## src/rtl/i2c_pkg.sv

```systemverilog
// Shared types and constants for the I2C slave controller.
// Byte framing: bits 0..7 are data (MSB first), bit 8 is the ACK slot.
package i2c_pkg;

    typedef enum logic [2:0] {
        ST_IDLE,
        ST_ADDR,
        ST_ADDR_ACK,
        ST_WR_DATA,
        ST_WR_ACK,
        ST_RD_DATA,
        ST_RD_ACK,
        ST_SKIP
    } i2c_state_e;

    localparam int         BYTE_BITS = 8;
    localparam logic [3:0] ACK_BIT   = 4'd8;
    localparam logic [3:0] LAST_BIT  = 4'(BYTE_BITS - 1);

endpackage

```

## src/rtl/i2c_bus_sync.sv

```systemverilog
// SCL/SDA synchronisers plus edge history.
// Produces SCL edges and START/STOP from the synchronised pins.
module i2c_bus_sync #(
    parameter int SYNC_STAGES = 2
) (
    input  logic clk,
    input  logic reset_n,
    input  logic i_scl,
    input  logic i_sda,
    output logic o_sda,
    output logic o_scl_rise,
    output logic o_scl_fall,
    output logic o_start,
    output logic o_stop
);

    logic [SYNC_STAGES-1:0] r_scl_sync;
    logic [SYNC_STAGES-1:0] r_sda_sync;
    logic                   r_scl_hist;
    logic                   r_sda_hist;
    logic                   w_scl;
    logic                   w_sda;

    // Preset to 1 so a reset looks like an idle bus.
    always_ff @(posedge clk or negedge reset_n) begin
        if (!reset_n) begin
            r_scl_sync <= '1;
            r_sda_sync <= '1;
            r_scl_hist <= 1'b1;
            r_sda_hist <= 1'b1;
        end else begin
            r_scl_sync <= {r_scl_sync[SYNC_STAGES-2:0], i_scl};
            r_sda_sync <= {r_sda_sync[SYNC_STAGES-2:0], i_sda};
            r_scl_hist <= w_scl;
            r_sda_hist <= w_sda;
        end
    end

    assign w_scl      = r_scl_sync[SYNC_STAGES-1];
    assign w_sda      = r_sda_sync[SYNC_STAGES-1];
    assign o_sda      = w_sda;
    assign o_scl_rise = w_scl & ~r_scl_hist;
    assign o_scl_fall = ~w_scl & r_scl_hist;
    assign o_start    = w_scl & r_scl_hist & r_sda_hist & ~w_sda;
    assign o_stop     = w_scl & r_scl_hist & ~r_sda_hist & w_sda;

endmodule

```

## src/rtl/i2c_slave_ctrl.sv

```systemverilog
// Byte-level I2C slave: address match, write receive, read transmit.
// Owns bit/ACK counting and the open-drain SDA drive.
module i2c_slave_ctrl
    import i2c_pkg::*;
#(
    parameter logic [6:0] ADDR        = 7'h42,
    parameter int         SYNC_STAGES = 2
) (
    input  logic       clk,
    input  logic       reset_n,
    input  logic       scl,
    input  logic       sda_in,
    output logic       sda_oe,
    output logic [7:0] rx_data,
    output logic       rx_valid,
    input  logic [7:0] tx_data,
    output logic       tx_req,
    output logic       busy,
    output logic       nack_rx
);

    i2c_state_e r_state;
    i2c_state_e w_state_nxt;

    logic                 w_sda;
    logic                 w_rise_raw;
    logic                 w_fall_raw;
    logic                 w_start;
    logic                 w_stop;
    logic                 w_bus_evt;
    logic                 w_rise;
    logic                 w_fall_edge;
    logic                 w_fall;
    logic                 w_last;
    logic                 w_match;
    logic [7:0]           w_shift_nxt;

    logic [3:0]           r_cnt;
    logic                 r_first;
    logic [BYTE_BITS-2:0] r_shift;
    logic [7:0]           r_tx_shift;
    logic [7:0]           r_rx_data;
    logic                 r_rx_valid;
    logic                 r_nack;
    logic                 r_sda_oe;
    logic                 r_hit;
    logic                 r_rw;

    logic                 w_sda_oe_nxt;
    logic                 w_rx_load;
    logic                 w_tx_req;
    logic                 w_tx_adv;
    logic                 w_nack;
    logic                 w_busy;

    i2c_bus_sync #(
        .SYNC_STAGES (SYNC_STAGES)
    ) u_sync (
        .clk        (clk),
        .reset_n    (reset_n),
        .i_scl      (scl),
        .i_sda      (sda_in),
        .o_sda      (w_sda),
        .o_scl_rise (w_rise_raw),
        .o_scl_fall (w_fall_raw),
        .o_start    (w_start),
        .o_stop     (w_stop)
    );

    // Bus conditions win over SCL edges in the same clk.
    // The SCL fall that completes a START is not a bit boundary.
    assign w_bus_evt   = w_start | w_stop;
    assign w_rise      = w_rise_raw & ~w_bus_evt;
    assign w_fall_edge = w_fall_raw & ~w_bus_evt;
    assign w_fall      = w_fall_edge & ~r_first;
    assign w_last      = (r_cnt == LAST_BIT);
    assign w_shift_nxt = {r_shift, w_sda};
    assign w_match     = (w_shift_nxt[7:1] == ADDR);

    always_ff @(posedge clk or negedge reset_n) begin
        if (!reset_n) r_state <= ST_IDLE;
        else          r_state <= w_state_nxt;
    end

    always_comb begin
        w_state_nxt = r_state;
        if (w_start) begin
            w_state_nxt = ST_ADDR;
        end else if (w_stop) begin
            w_state_nxt = ST_IDLE;
        end else begin
            unique case (r_state)
                ST_ADDR: begin
                    if (w_rise && w_last && !w_match)
                        w_state_nxt = ST_SKIP;
                    else if (w_fall && w_last && r_hit)
                        w_state_nxt = ST_ADDR_ACK;
                end
                ST_ADDR_ACK:
                    if (w_fall)
                        w_state_nxt = r_rw ? ST_RD_DATA : ST_WR_DATA;
                ST_WR_DATA:
                    if (w_fall && w_last) w_state_nxt = ST_WR_ACK;
                ST_WR_ACK:
                    if (w_fall) w_state_nxt = ST_WR_DATA;
                ST_RD_DATA:
                    if (w_fall && w_last) w_state_nxt = ST_RD_ACK;
                ST_RD_ACK: begin
                    if (w_rise && w_sda)
                        w_state_nxt = ST_SKIP;
                    else if (w_fall)
                        w_state_nxt = ST_RD_DATA;
                end
                default: w_state_nxt = r_state;
            endcase
        end
    end

    always_comb begin
        w_sda_oe_nxt = r_sda_oe;
        w_rx_load    = 1'b0;
        w_tx_req     = 1'b0;
        w_tx_adv     = 1'b0;
        w_nack       = 1'b0;
        if (w_bus_evt) begin
            w_sda_oe_nxt = 1'b0;
        end else begin
            unique case (r_state)
                ST_ADDR: begin
                    w_tx_req = w_rise && w_last && w_match
                               && w_shift_nxt[0];
                    if (w_fall && w_last && r_hit)
                        w_sda_oe_nxt = 1'b1;
                end
                ST_ADDR_ACK:
                    if (w_fall)
                        w_sda_oe_nxt = r_rw & ~r_tx_shift[7];
                ST_WR_DATA: begin
                    w_rx_load = w_rise && w_last;
                    if (w_fall && w_last)
                        w_sda_oe_nxt = 1'b1;
                end
                ST_WR_ACK:
                    if (w_fall) w_sda_oe_nxt = 1'b0;
                ST_RD_DATA:
                    if (w_fall) begin
                        w_tx_adv     = !w_last;
                        w_sda_oe_nxt = !w_last && !r_tx_shift[6];
                    end
                ST_RD_ACK: begin
                    w_tx_req = w_rise && !w_sda;
                    w_nack   = w_rise && w_sda;
                    if (w_fall)
                        w_sda_oe_nxt = ~r_tx_shift[7];
                end
                default: w_sda_oe_nxt = 1'b0;
            endcase
        end
    end

    always_ff @(posedge clk or negedge reset_n) begin
        if (!reset_n) begin
            r_cnt      <= '0;
            r_first    <= 1'b1;
            r_shift    <= '0;
            r_tx_shift <= '0;
            r_rx_data  <= '0;
            r_rx_valid <= 1'b0;
            r_nack     <= 1'b0;
            r_sda_oe   <= 1'b0;
            r_hit      <= 1'b0;
            r_rw       <= 1'b0;
        end else begin
            r_sda_oe   <= w_sda_oe_nxt;
            r_rx_valid <= w_rx_load;
            r_nack     <= w_nack;
            if (w_rx_load)
                r_rx_data <= w_shift_nxt;
            if (w_tx_req)
                r_tx_shift <= tx_data;
            else if (w_tx_adv)
                r_tx_shift <= {r_tx_shift[6:0], 1'b0};
            if (w_start) begin
                r_cnt   <= '0;
                r_first <= 1'b1;
                r_hit   <= 1'b0;
                r_rw    <= 1'b0;
            end else if (!w_stop) begin
                if (w_fall_edge) begin
                    if (r_first)
                        r_first <= 1'b0;
                    else if (r_cnt == ACK_BIT)
                        r_cnt <= '0;
                    else
                        r_cnt <= r_cnt + 4'd1;
                end
                if (w_rise)
                    r_shift <= w_shift_nxt[BYTE_BITS-2:0];
                if (r_state == ST_ADDR && w_rise && w_last) begin
                    r_hit <= w_match;
                    r_rw  <= w_shift_nxt[0];
                end
            end
        end
    end

    assign w_busy = (r_state == ST_ADDR_ACK) || (r_state == ST_WR_DATA)
                 || (r_state == ST_WR_ACK) || (r_state == ST_RD_DATA)
                 || (r_state == ST_RD_ACK);

    assign sda_oe   = r_sda_oe;
    assign rx_data  = r_rx_data;
    assign rx_valid = r_rx_valid;
    assign tx_req   = w_tx_req;
    assign busy     = w_busy;
    assign nack_rx  = r_nack;

endmodule

```

## config.mk

```make
export PLATFORM = sky130hd
export DESIGN_NAME = i2c_slave_ctrl
export DESIGN_NICKNAME = d
export VERILOG_FILES = /design/src/rtl/i2c_pkg.sv /design/src/rtl/i2c_bus_sync.sv /design/src/rtl/i2c_slave_ctrl.sv
export SDC_FILE = /design/constraint.sdc
export NUM_CORES = 1
export LEC_CHECK = 0
export CORE_ASPECT_RATIO = 1.2
export CORE_MARGIN = 3
export CORE_UTILIZATION = 55
export CTS_CLUSTER_DIAMETER = 200
export DETAILED_ROUTE_END_ITERATION = 6
export GPL_ROUTABILITY_DRIVEN = 0
export PLACE_DENSITY = 0.87
export REMOVE_ABC_BUFFERS = 1
export SYNTH_ARGS = -nofsm -noshare
export SYNTH_HDL_FRONTEND = slang
export SYNTH_SLANG_ARGS = --single-unit
```

## constraint.sdc

```tcl
create_clock -name clk -period 2.9 [get_ports clk]
set_input_delay 0.435 -clock clk [delete_from_list [all_inputs] [get_ports clk]]
set_output_delay 0.435 -clock clk [all_outputs]
set_load 0.005 [all_outputs]
```

# Word-level counts from Yosys, hierarchy flattened
# Index checks and enable logic that the tools add are counted.
[word_totals]
reg_bits = 42
inputBits = 12
wordCells = 134
[classes]
n_addsub = 1
eq_ne = 23
muxes = 45
bitwise = 21
n_reduce_logical = 29
[op_table]
columns = ["cell", "n"]
rows = [
  ["$mux W3", 11],
  ["$mux W1", 24],
  ["$mux W4", 5],
  ["$ne A3 B3 Y1 const B", 6],
  ["$pmux W3 S6", 1],
  ["$mux W8", 2],
  ["$ne A4 B4 Y1 const B", 4],
  ["$and A1 B1 Y1", 11],
  ["$logic_and A1 B1 Y1", 11],
  ["$ne A5 B5 Y1 const B", 2],
  ["$eq A3 B3 Y1 const B", 3],
  ["$not A1 Y1", 9],
  ["$reduce_bool A8 Y1", 1],
  ["$eq A7 B7 Y1 const B", 1],
  ["$reduce_and A7 Y1", 1],
  ["$eq A3 B2 Y1 const B", 2],
  ["$pmux W1 S6", 1],
  ["$reduce_and A3 Y1", 2],
  ["$reduce_and A6 Y1", 1],
  ["$reduce_bool A2 Y1", 3],
  ["$add A4 B1 Y4 const B", 1],
  ["$eq A4 B3 Y1 const B", 1],
  ["$eq A4 B4 Y1 const B", 1],
  ["$logic_not A1 Y1", 4],
  ["other kinds (6)", 11],
]

# Longest topological paths before layout
# Gate-level depths: netlist of run 1.
[logic_depth]
word_depth = 14
mapped_depth = 8

# By module
# Synthesis of run 1 repeated with hierarchy kept, for this count alone.
[hier_totals]
hier_cells = 196
area_unflattened_um2 = 2055.7
[by_module_without_submodules]
columns = ["mod", "instances", "cells_each", "area_per_inst_um2", "seq_area_each_um2"]
rows = [
  ["i2c_slave_ctrl", 1, 186, 1865.5, 902.1],
  ["i2c_bus_sync", 1, 10, 190.2, 157.7],
]

# Worst setup path before layout of run 1
# No wires, ideal clock.
[synth_timing]
kind = "reg-to-reg"
from = "register u_sync.r_scl_hist"
to = "register r_state[0]"
t_arrival_ns = 1.914
t_required_ns = 2.775
path_slack_ns = 0.861
path_stages_with_launch = 7
path_buffers = 1
path_cell_list = "dfstp_2 > buf_4 > nor3b_2 > nand2_1 > o311ai_0 > a21o_2 > mux2_2"
[synth_between]
elab_chain_len = 12
word_cells_on_any_way = 31
cone_classes = "eq/ne (6); mux (5); bitwise (13); reduce/logical (7)"
[synth_lines]
columns = ["element", "line", "source"]
rows = [
  ["start, declared", "i2c_bus_sync.sv:19", "logic r_scl_hist;"],
  ["start signal, assigned", "i2c_bus_sync.sv:34", "r_scl_hist <= w_scl;"],
  ["$and A1 B1 Y1", "i2c_bus_sync.sv:44, i2c_bus_sync.sv:45", ""],
  ["$and A1 B1 Y1 (on tied branches) (2 in a row)", "i2c_bus_sync.sv:44, i2c_bus_sync.sv:45", ""],
  ["$or A1 B1 Y1", "i2c_slave_ctrl.sv:72", "assign w_bus_evt = w_start | w_stop;"],
  ["$not A1 Y1", "i2c_slave_ctrl.sv:73, i2c_slave_ctrl.sv:74", ""],
  ["$and A1 B1 Y1", "i2c_slave_ctrl.sv:73", "assign w_rise = w_rise_raw & ~w_bus_evt;"],
  ["$logic_and A1 B1 Y1 (2 in a row)", "i2c_slave_ctrl.sv:94", "if (w_rise && w_last && !w_match)"],
  ["$mux W3", "i2c_slave_ctrl.sv:94", ""],
  ["$pmux W3 S6", "i2c_slave_ctrl.sv:92", "unique case (r_state)"],
  ["$mux W3", "i2c_slave_ctrl.sv:89", "end else if (w_stop) begin"],
  ["$mux W3", "i2c_slave_ctrl.sv:87", "if (w_start) begin"],
  ["end signal, assigned", "i2c_slave_ctrl.sv:82", "else r_state <= w_state_nxt;"],
  ["end, declared", "i2c_slave_ctrl.sv:22", "i2c_state_e r_state;"],
]
# Several ways; a longest one is shown, not always the timed one.
# A chain may end at the register's enable or synchronous reset.

# Worst setup path after layout of run 1
[layout_timing]
from = "register r_state[0]"
to = "output port tx_req"
[layout_between]
elab_chain_len = 3
word_cells_on_any_way = 4
cone_classes = "eq/ne (2); mux (2)"
[layout_lines]
columns = ["element", "line", "source"]
rows = [
  ["$eq A3 B3 Y1 or $eq A3 B1 Y1 (tied branches)", "i2c_slave_ctrl.sv:128", "unique case (r_state)"],
  ["$pmux W1 S2 *", "i2c_slave_ctrl.sv:128", ""],
  ["$mux W1 *", "i2c_slave_ctrl.sv:125", "if (w_bus_evt) begin"],
  ["end, declared", "i2c_slave_ctrl.sv:17", "output logic tx_req,"],
]
# Every way passes the cells marked *; elsewhere a longest branch is shown, timed or not.

==> results of run 1 <==
-- flip-flops by register name, indices dropped and copies added, names as in the netlist --
signal and cells:
r_first 1, r_cnt 4, r_tx_shift 8, nack_rx 1, r_rw 1, r_hit 1
u_sync.r_scl_hist 1, rx_valid 1, r_shift 7, u_sync.r_sda_hist 1, rx_data 8, u_sync.r_scl_sync 2
u_sync.r_sda_sync 2, sda_oe 1, r_state 3
-- worst min-delay path by stage --
stage	startpoint	cells past startpoint	to	slack (ns)
3_3_place_gp	u_sync.r_sda_sync[0]	0	u_sync.r_sda_sync[1]	0.35
2_1_floorplan	reset_n	0	nack_rx	0.14
4_1_cts	reset_n	1	nack_rx	0.30
6_report	reset_n	1	r_shift[1]	0.27
3_5_place_dp	u_sync.r_sda_sync[0]	0	u_sync.r_sda_sync[1]	0.35
5_1_grt	reset_n	1	r_shift[0]	0.32
-- final cells by class --
class                   count  area (um^2)
well taps                  37         46.3
inverters                   6         22.5
clock buffers               6         82.6
clock inverters             2         16.3
flip-flops and latches     42         1060
multi-input cells         144          916
repair buffers             29          273
fillers                   249         1040
-- critical path, delay by kind of cell, from the launching register on --
family / cells / cell delay (ns)
AOI/OAI and AO/OA: 1 / 0.16
buffers and inverters: 1 / 0.57
DFF: 1 / 0.59
and+or+nand+nor: 3 / 0.71
-- report_power, final --
part / internal [mW] / switching, mW / total, mW / leakage, nW
clock network: 0.196 / 0.205 / 0.401 / 0.0478
registers: 0.733 / 0.145 / 0.878 / 0.531
logic: 0.310 / 0.307 / 0.617 / 0.534
total: 1.24 / 0.656 / 1.90 / 1.11
-- metal layers --
metal	global-route usage (%)	vias to the layer above	routed length [um]
met5	0	-	0
met2	32.8	48	2090
met1	29.2	791	1780
met4	8.73	0	85
li1	-	766	-
met3	3.89	9	165
-- placed cells by master, fill, tap and decap left out, types with 2 or more instances in the layout --
| cell | synthesis | routed |
|---|---|---|
| sky130_fd_sc_hd__a21o_1 | 7 | 7 |
| sky130_fd_sc_hd__a21oi_1 | 7 | 7 |
| sky130_fd_sc_hd__a22o_1 | 6 | 6 |
| sky130_fd_sc_hd__a31oi_1 | 4 | 4 |
| sky130_fd_sc_hd__and3_1 | 2 | 2 |
| sky130_fd_sc_hd__buf_4 | 1 | 5 |
| sky130_fd_sc_hd__clkbuf_8 | 0 | 6 |
| sky130_fd_sc_hd__clkdlybuf4s50_1 | 0 | 23 |
| sky130_fd_sc_hd__dfrtp_1 | 35 | 35 |
| sky130_fd_sc_hd__dfstp_2 | 7 | 7 |
| sky130_fd_sc_hd__ha_1 | 2 | 2 |
| sky130_fd_sc_hd__inv_1 | 6 | 6 |
| sky130_fd_sc_hd__mux2_2 | 9 | 9 |
| sky130_fd_sc_hd__mux2i_1 | 2 | 2 |
| sky130_fd_sc_hd__nand2_1 | 37 | 37 |
| sky130_fd_sc_hd__nand2b_1 | 2 | 2 |
| sky130_fd_sc_hd__nand3_1 | 4 | 4 |
| sky130_fd_sc_hd__nand3b_1 | 2 | 2 |
| sky130_fd_sc_hd__nor2_1 | 15 | 15 |
| sky130_fd_sc_hd__nor2b_1 | 3 | 3 |
| sky130_fd_sc_hd__nor3_1 | 3 | 3 |
| sky130_fd_sc_hd__o21ai_0 | 14 | 14 |
| sky130_fd_sc_hd__o22ai_1 | 2 | 2 |
| sky130_fd_sc_hd__o311ai_0 | 2 | 2 |
-- cells by family after synthesis --
family                   after synthesis
AND/OR/NAND/NOR                       78
AO/OA/AOI/OAI                         52
flip-flops                            42
buffers and inverters                 15
multiplexers                          11
adder cells (fa/ha/maj)                2
XOR/XNOR                               1
==> flow_metrics.py, run 1 <==
metrics = {
    "timing": {
        "timing_hold_violations_final": 0,
        "fmax_mhz": 365,
        "final_period_minus_worst_setup_slack_ns": 2.74,
        "rsz0062_at_grt": "false",
        "clock_skew_ns": 0.00940,
        "setup_viol_count_final": 0,
        "hold-worst-slack_ns": 0.268,
        "setup_slack_ns": 0.160,
        "final_min_period_over_clock_period_pct": 94.5,
        "timing.max_slew.rel_slack_pct": 40.4,
        "worstMarginPinSlew_ns": 0.894,
        "slew_viol_final": 0,
        "setup_tns_ns": 0,
    },
    "critical_path": {
        "regToRegStartpoint": "r_cnt[0]",
        "cp_max_fo": 15,
        "endpoint_of_the_worst_slack_reg_to_reg_timing_path": "r_state[0]",
        "timing.critical_path.from": "r_state[0]",
        "crit_path_top_delay_cell": "sky130_fd_sc_hd__dfrtp_1",
        "critical_path_required_ns": 2.47,
        "crit_chain": "nand2b_1, nor4_4, nand3_1, o21ai_0, clkdlybuf4s50_1",
        "type_of_origin_of_the_critical_path": "flip-flop",
        "worst_setup_path_endpoint": "tx_req",
        "worst-r2r-setup-slack_ns": 0.66,
        "setup.worst_path.class": "flip-flop to output pin",
        "ff2ff_path_depth": 7,
        "critPathArrivalTime_ns": 2.31,
        "slowest_delay_ns": 0.59,
        "critical_path.endpoint_type": "output pin",
    },
    "drt": {
        "route.detailed.vias_per_inst": 6.07,
        "ant_nets": 0,
        "drt_pass1_iterations": 4,
        "via_count": 1614,
        "route.detailed.drc": 0,
        "drt_iter0_drc": 89,
        "routed_wirelength_um": 4130,
        "wire_per_inst_um": 15.5,
    },
    "final_layout": {
        "layout-area-overhead-vs-synth_pct": 18.0,
        "antennaDiodeCount": 0,
        "instances_no_fill": 266,
        "design.final.nets": 242,
        "finalInstanceArea_mm2": 0.00242,
        "fin_util_pct": 70.0,
        "drive_above_1_share_pct": 17.0,
    },
    "placement": {
        "post_dp_cell_area_mm2": 0.00232,
        "detailed_place_hpwl_um": 2910,
        "placement.io_buffers": 24,
        "pre_cts_slack_ns": 0.416,
        "dp_cells": 258,
    },
    "cts": {
        "clk-insertion-delay-late_ns": 0.29,
        "postCtsSetupRepairBufs": 0,
        "cts_tree": "done",
        "cts_resized": 0,
        "h-tree-depth": 2,
        "clock-sinks": 42,
        "cts_max_path_buffers": 2,
        "cts.root.buffer_cell": "sky130_fd_sc_hd__clkbuf_8",
        "hold_buffers": 0,
        "worst_setup_hold_path_clk_slew_ns": 0.09,
        "cts_inserted_buffers": 5,
    },
    "yosys": {
        "number_of_enable_flip_flop_cells_after_synthesis": 0,
        "adder_cell_share_of_the_synthesized_area_pct": 1.22,
        "post_synth_instance_area_mm2": 0.00205,
        "synthArstFlopShare_pct": 100,
        "post-synth-top-area-cell": "sky130_fd_sc_hd__dfrtp_1",
        "post_synthesis_sequential_area_ratio_pct": 51.8,
        "synth_top_area_cells": "sky130_fd_sc_hd__dfrtp_1 (43%), sky130_fd_sc_hd__dfstp_2 (9.0%), sky130_fd_sc_hd__nand2_1 (6.8%)",
        "synth-warning-count": 0,
        "postSynthAreaPerCell_um2": 10.2,
        "ys_types": 46,
        "xor_xnor_cell_area_share_of_the_yosys_netlist_pct": 0.428,
        "yosys.cell_count.top_type": "sky130_fd_sc_hd__nand2_1",
        "combinational_family_with_the_most_area_after_synthesis": "simple AND/OR/NAND/NOR gates",
        "synthMuxAreaShare_pct": 5.93,
        "post_synth_inst_count": 201,
        "synth_commonest_cells": "sky130_fd_sc_hd__nand2_1 (37), sky130_fd_sc_hd__dfrtp_1 (35), sky130_fd_sc_hd__nor2_1 (15), sky130_fd_sc_hd__o21ai_0 (14), sky130_fd_sc_hd__mux2_2 (9)",
        "fraction_of_post_synthesis_cell_area_in_the_top_cell_type_by_area_pct": 42.8,
        "synth_seq_cells": 42,
        "synth_simple_gate_area_share_pct": 19.7,
        "synth_flop_cell": "sky130_fd_sc_hd__dfrtp_1",
        "compound_gate_portion_of_the_synthesized_area_pct": 17.4,
    },
    "grt": {
        "globalRoute.totalOverflow": 0,
        "wire_length_of_the_first_global_routing_pass_um": 7110,
        "number_of_global_route_vias_before_repair": 1565,
        "aggregate_global_route_resource_usage_pct": 21.2,
        "antenna_violations_before_repair": 0,
        "grt_start_max_net_pins": 43,
    },
    "floorplan": {
        "fp-row-count": 23,
        "core_region_area_mm2": 0.00345,
        "die_area_mm2": 0.00449,
        "initial_utilization_pct": 59.3,
        "die-width_um": 61.7,
        "die_y_um": 72.8,
        "io_pins": 25,
    },
    "flow_run": {
        "maxCapViolCount": 0,
    },
    "status": {
        "run_status": "complete, no violations",
    },
    "power_and_ir_drop": {
        "leakage_component_of_the_power_nw": 1.11,
        "vdd_drop_max_v": 0.000482,
        "fin_total_pwr_mw": 1.90,
        "ratio_of_total_power_to_cell_area_mw_per_mm2": 784,
    },
    "worst_hold_path": {
        "hp-class": "input pin to async pin",
    },
}
Note: power is estimated with default switching activity, not from simulation.
==> run 2: changes to the inputs <==
--- a/config.mk
+++ b/config.mk
@@ -11,6 +11,7 @@
 export CTS_CLUSTER_DIAMETER = 200
 export DETAILED_ROUTE_END_ITERATION = 6
 export GPL_ROUTABILITY_DRIVEN = 0
+export GPL_TIMING_DRIVEN = 1
 export PLACE_DENSITY = 0.87
 export REMOVE_ABC_BUFFERS = 1
 export SYNTH_ARGS = -nofsm -noshare
==> results of run 2 <==
No change in the layout: final DEF, timing and power equal those of run 1.
==> run 3: changes to the inputs <==
--- a/config.mk
+++ b/config.mk
@@ -7,12 +7,12 @@
 export LEC_CHECK = 0
 export CORE_ASPECT_RATIO = 1.2
 export CORE_MARGIN = 3
-export CORE_UTILIZATION = 55
+export CORE_UTILIZATION = 26
 export CTS_CLUSTER_DIAMETER = 200
 export DETAILED_ROUTE_END_ITERATION = 6
 export GPL_ROUTABILITY_DRIVEN = 0
 export GPL_TIMING_DRIVEN = 1
-export PLACE_DENSITY = 0.87
+export PLACE_DENSITY = 0.51
 export REMOVE_ABC_BUFFERS = 1
 export SYNTH_ARGS = -nofsm -noshare
 export SYNTH_HDL_FRONTEND = slang
==> constraint.sdc (replaced) <==
create_clock -name clk -period 2.9 [get_ports clk]
set_input_delay 0.58 -clock clk [delete_from_list [all_inputs] [get_ports clk]]
set_output_delay 0.58 -clock clk [all_outputs]
set_load 0.005 [all_outputs]
==> flow_metrics.py, run 3 (synthesis results as in run 1) <==
metrics = {
    "critical_path": {
        "worst-r2r-setup-slack_ns": 0.73,
        "critical_path_required_ns": 2.32,
        "cpLargestDelayFamily": "simple AND/OR/NAND/NOR gates",
        "slowest_delay_ns": 0.39,
        "critical_path.endpoint_type": "output pin",
        "critPathArrivalTime_ns": 1.87,
        "setup.worst_path.class": "flip-flop to output pin",
        "cp_num_buf_inv": 1,
        "type_of_origin_of_the_critical_path": "flip-flop",
        "cp_max_fo": 5,
        "crit_chain": "ha_2, nand3b_1, nor4_4, nand3_1, o21ai_2, dlymetal6s2s_1",
        "crit_path_top_delay_cell": "sky130_fd_sc_hd__dfrtp_1",
    },
    "power_and_ir_drop": {
        "combinational_share_of_power_pct": 35.4,
        "internal_power_mw": 1.27,
        "share_seq_of_total_power_pct": 44.0,
        "sw_frac_of_total_pct": 34.4,
        "leakage_component_of_the_power_nw": 1.16,
        "ratio_of_total_power_to_cell_area_mw_per_mm2": 765,
        "fin_total_pwr_mw": 1.94,
        "p_sw_mw": 0.666,
        "vdd_drop_max_v": 0.000347,
        "clockPowerShare_pct": 20.7,
    },
    "grt": {
        "antenna_violations_before_repair": 0,
        "grt_start_max_net_pins": 43,
        "globalRoute.totalOverflow": 0,
        "number_of_global_route_vias_before_repair": 1542,
        "wire_length_of_the_first_global_routing_pass_um": 7530,
        "aggregate_global_route_resource_usage_pct": 10.6,
    },
    "drt": {
        "drt_iter0_drc": 74,
        "route.detailed.drc": 0,
        "ant_nets": 0,
        "route.detailed.vias_per_inst": 4.77,
        "via_count": 1551,
        "drt_pass1_iterations": 4,
        "wire_per_inst_um": 13.1,
        "routed_wirelength_um": 4260,
    },
    "flow_run": {
        "maxCapViolCount": 0,
    },
    "status": {
        "run_status": "complete, no violations",
    },
    "timing": {
        "final_min_period_over_clock_period_pct": 84.5,
        "slew_viol_final": 0,
        "timing.max_slew.rel_slack_pct": 38.9,
        "clock_skew_ns": 0.00637,
        "final_period_minus_worst_setup_slack_ns": 2.45,
        "setup_viol_count_final": 0,
        "fmax_mhz": 408,
        "hold-worst-slack_ns": 0.358,
        "setup_tns_ns": 0,
        "rsz0062_at_grt": "false",
        "timing_hold_violations_final": 0,
        "worstMarginPinSlew_ns": 0.917,
    },
    "cts": {
        "cts_max_path_buffers": 2,
        "cts_inserted_buffers": 5,
        "worst_setup_hold_path_clk_slew_ns": 0.08,
        "clock-sinks": 42,
        "h-tree-depth": 2,
        "clk-insertion-delay-late_ns": 0.29,
        "cts_tree": "done",
        "hold_buffers": 0,
        "cts.root.buffer_cell": "sky130_fd_sc_hd__clkbuf_8",
    },
    "final_layout": {
        "commonest_non_fill_non_tap_cell_in_the_layout": "sky130_fd_sc_hd__nand2_1",
        "layout-area-overhead-vs-synth_pct": 23.7,
        "final_cell_mix": "sky130_fd_sc_hd__nand2_1 (37), sky130_fd_sc_hd__dfrtp_1 (35), sky130_fd_sc_hd__clkdlybuf4s50_1 (22)",
        "fin_util_pct": 34.0,
        "antennaDiodeCount": 0,
        "drive_above_1_share_pct": 20.0,
        "design.final.nets": 248,
        "filler_cell_count": 753,
    },
    "floorplan": {
        "die_area_mm2": 0.00898,
        "core_region_area_mm2": 0.00744,
        "initial_utilization_pct": 27.5,
        "die_y_um": 103,
        "io_pins": 25,
        "fp-row-count": 34,
        "die-width_um": 87,
    },
    "placement": {
        "detailed_place_hpwl_um": 3060,
        "placement.io_buffers": 24,
    },
    "worst_hold_path": {
        "hp-class": "flip-flop to flip-flop",
    },
}
[run 3: cell types whose count changed in the layout (fill, tap and decap cells not counted), sizes merged]
cell / before / now
inv: 7 / 6
clkinv: 0 / 1
dlymetal6s2s: 0 / 1
clkdlybuf4s50: 23 / 22
buf: 6 / 12
[run 3: what timing repair did]
action / CTS / global route
pin swaps: 1 / 2
gates resized for setup: 0 / 4
hold endpoints to repair: 0 / 0
endpoints found under the setup margin: 1 / 1
setup buffers: 0 / 4
[run 3: area by class of cell]
cell class | count | area (um^2) | area share [%]
Inverter | 6 | 22.5 | 0.889
Clock buffer | 6 | 82.6 | 3.26
Multi-Input combinational cell | 144 | 922 | 36.4
Tap cell | 90 | 113 | 4.45
Sequential cell | 42 | 1060 | 41.8
Clock inverter | 2 | 12.5 | 0.494
Timing Repair Buffer | 35 | 320 | 12.6
[run 3: metal layers]
metal / up-vias / wire (um) / GRT usage, %
met5: - / 0 / 0
met4: 0 / 91 / 4.92
met3: 9 / 94 / 1.82
met2: 27 / 2110 / 17.1
met1: 738 / 1970 / 13.9
li1: 777 / - / -
[run 3: path summary, 6_finish.rpt]
| check | startpoint | end | cells after the start |
|---|---|---|---|
| worst max-delay path | r_cnt[1] | tx_req | 6 |
| worst min-delay path | u_sync.r_sda_sync[0] | u_sync.r_sda_sync[1] | 0 |
| worst max register to register | r_cnt[1] | r_state[0] | 8 |
| worst min register to register | u_sync.r_sda_sync[0] | u_sync.r_sda_sync[1] | 0 |
| max in group asynchronous | reset_n | r_state[0] | 1 |
| min in group asynchronous | reset_n | rx_data[5] | 1 |
[run 3: stage by stage]
stage / setup slack [ns] / area (um^2) / std cells
2_1_floorplan: 0.450 / 2000 / 192
3_3_place_gp: 0.312 / 2400 / 313
3_5_place_dp: 0.263 / 2400 / 313
4_1_cts: 0.00517 / 2490 / 321
5_1_grt: 0.366 / 2530 / 325
6_report: 0.450 / 2530 / 325
[run 3: power by group through the flow]
stage                     Combinational [mW]  Sequential, mW  Clock, mW
after floorplan                        0.379           0.888          0
after global placement                 0.655           0.863          0
after detailed placement               0.657           0.869          0
after CTS                              0.660           0.858      0.413
after global routing                   0.781           0.873      0.433
final                                  0.685           0.851      0.400
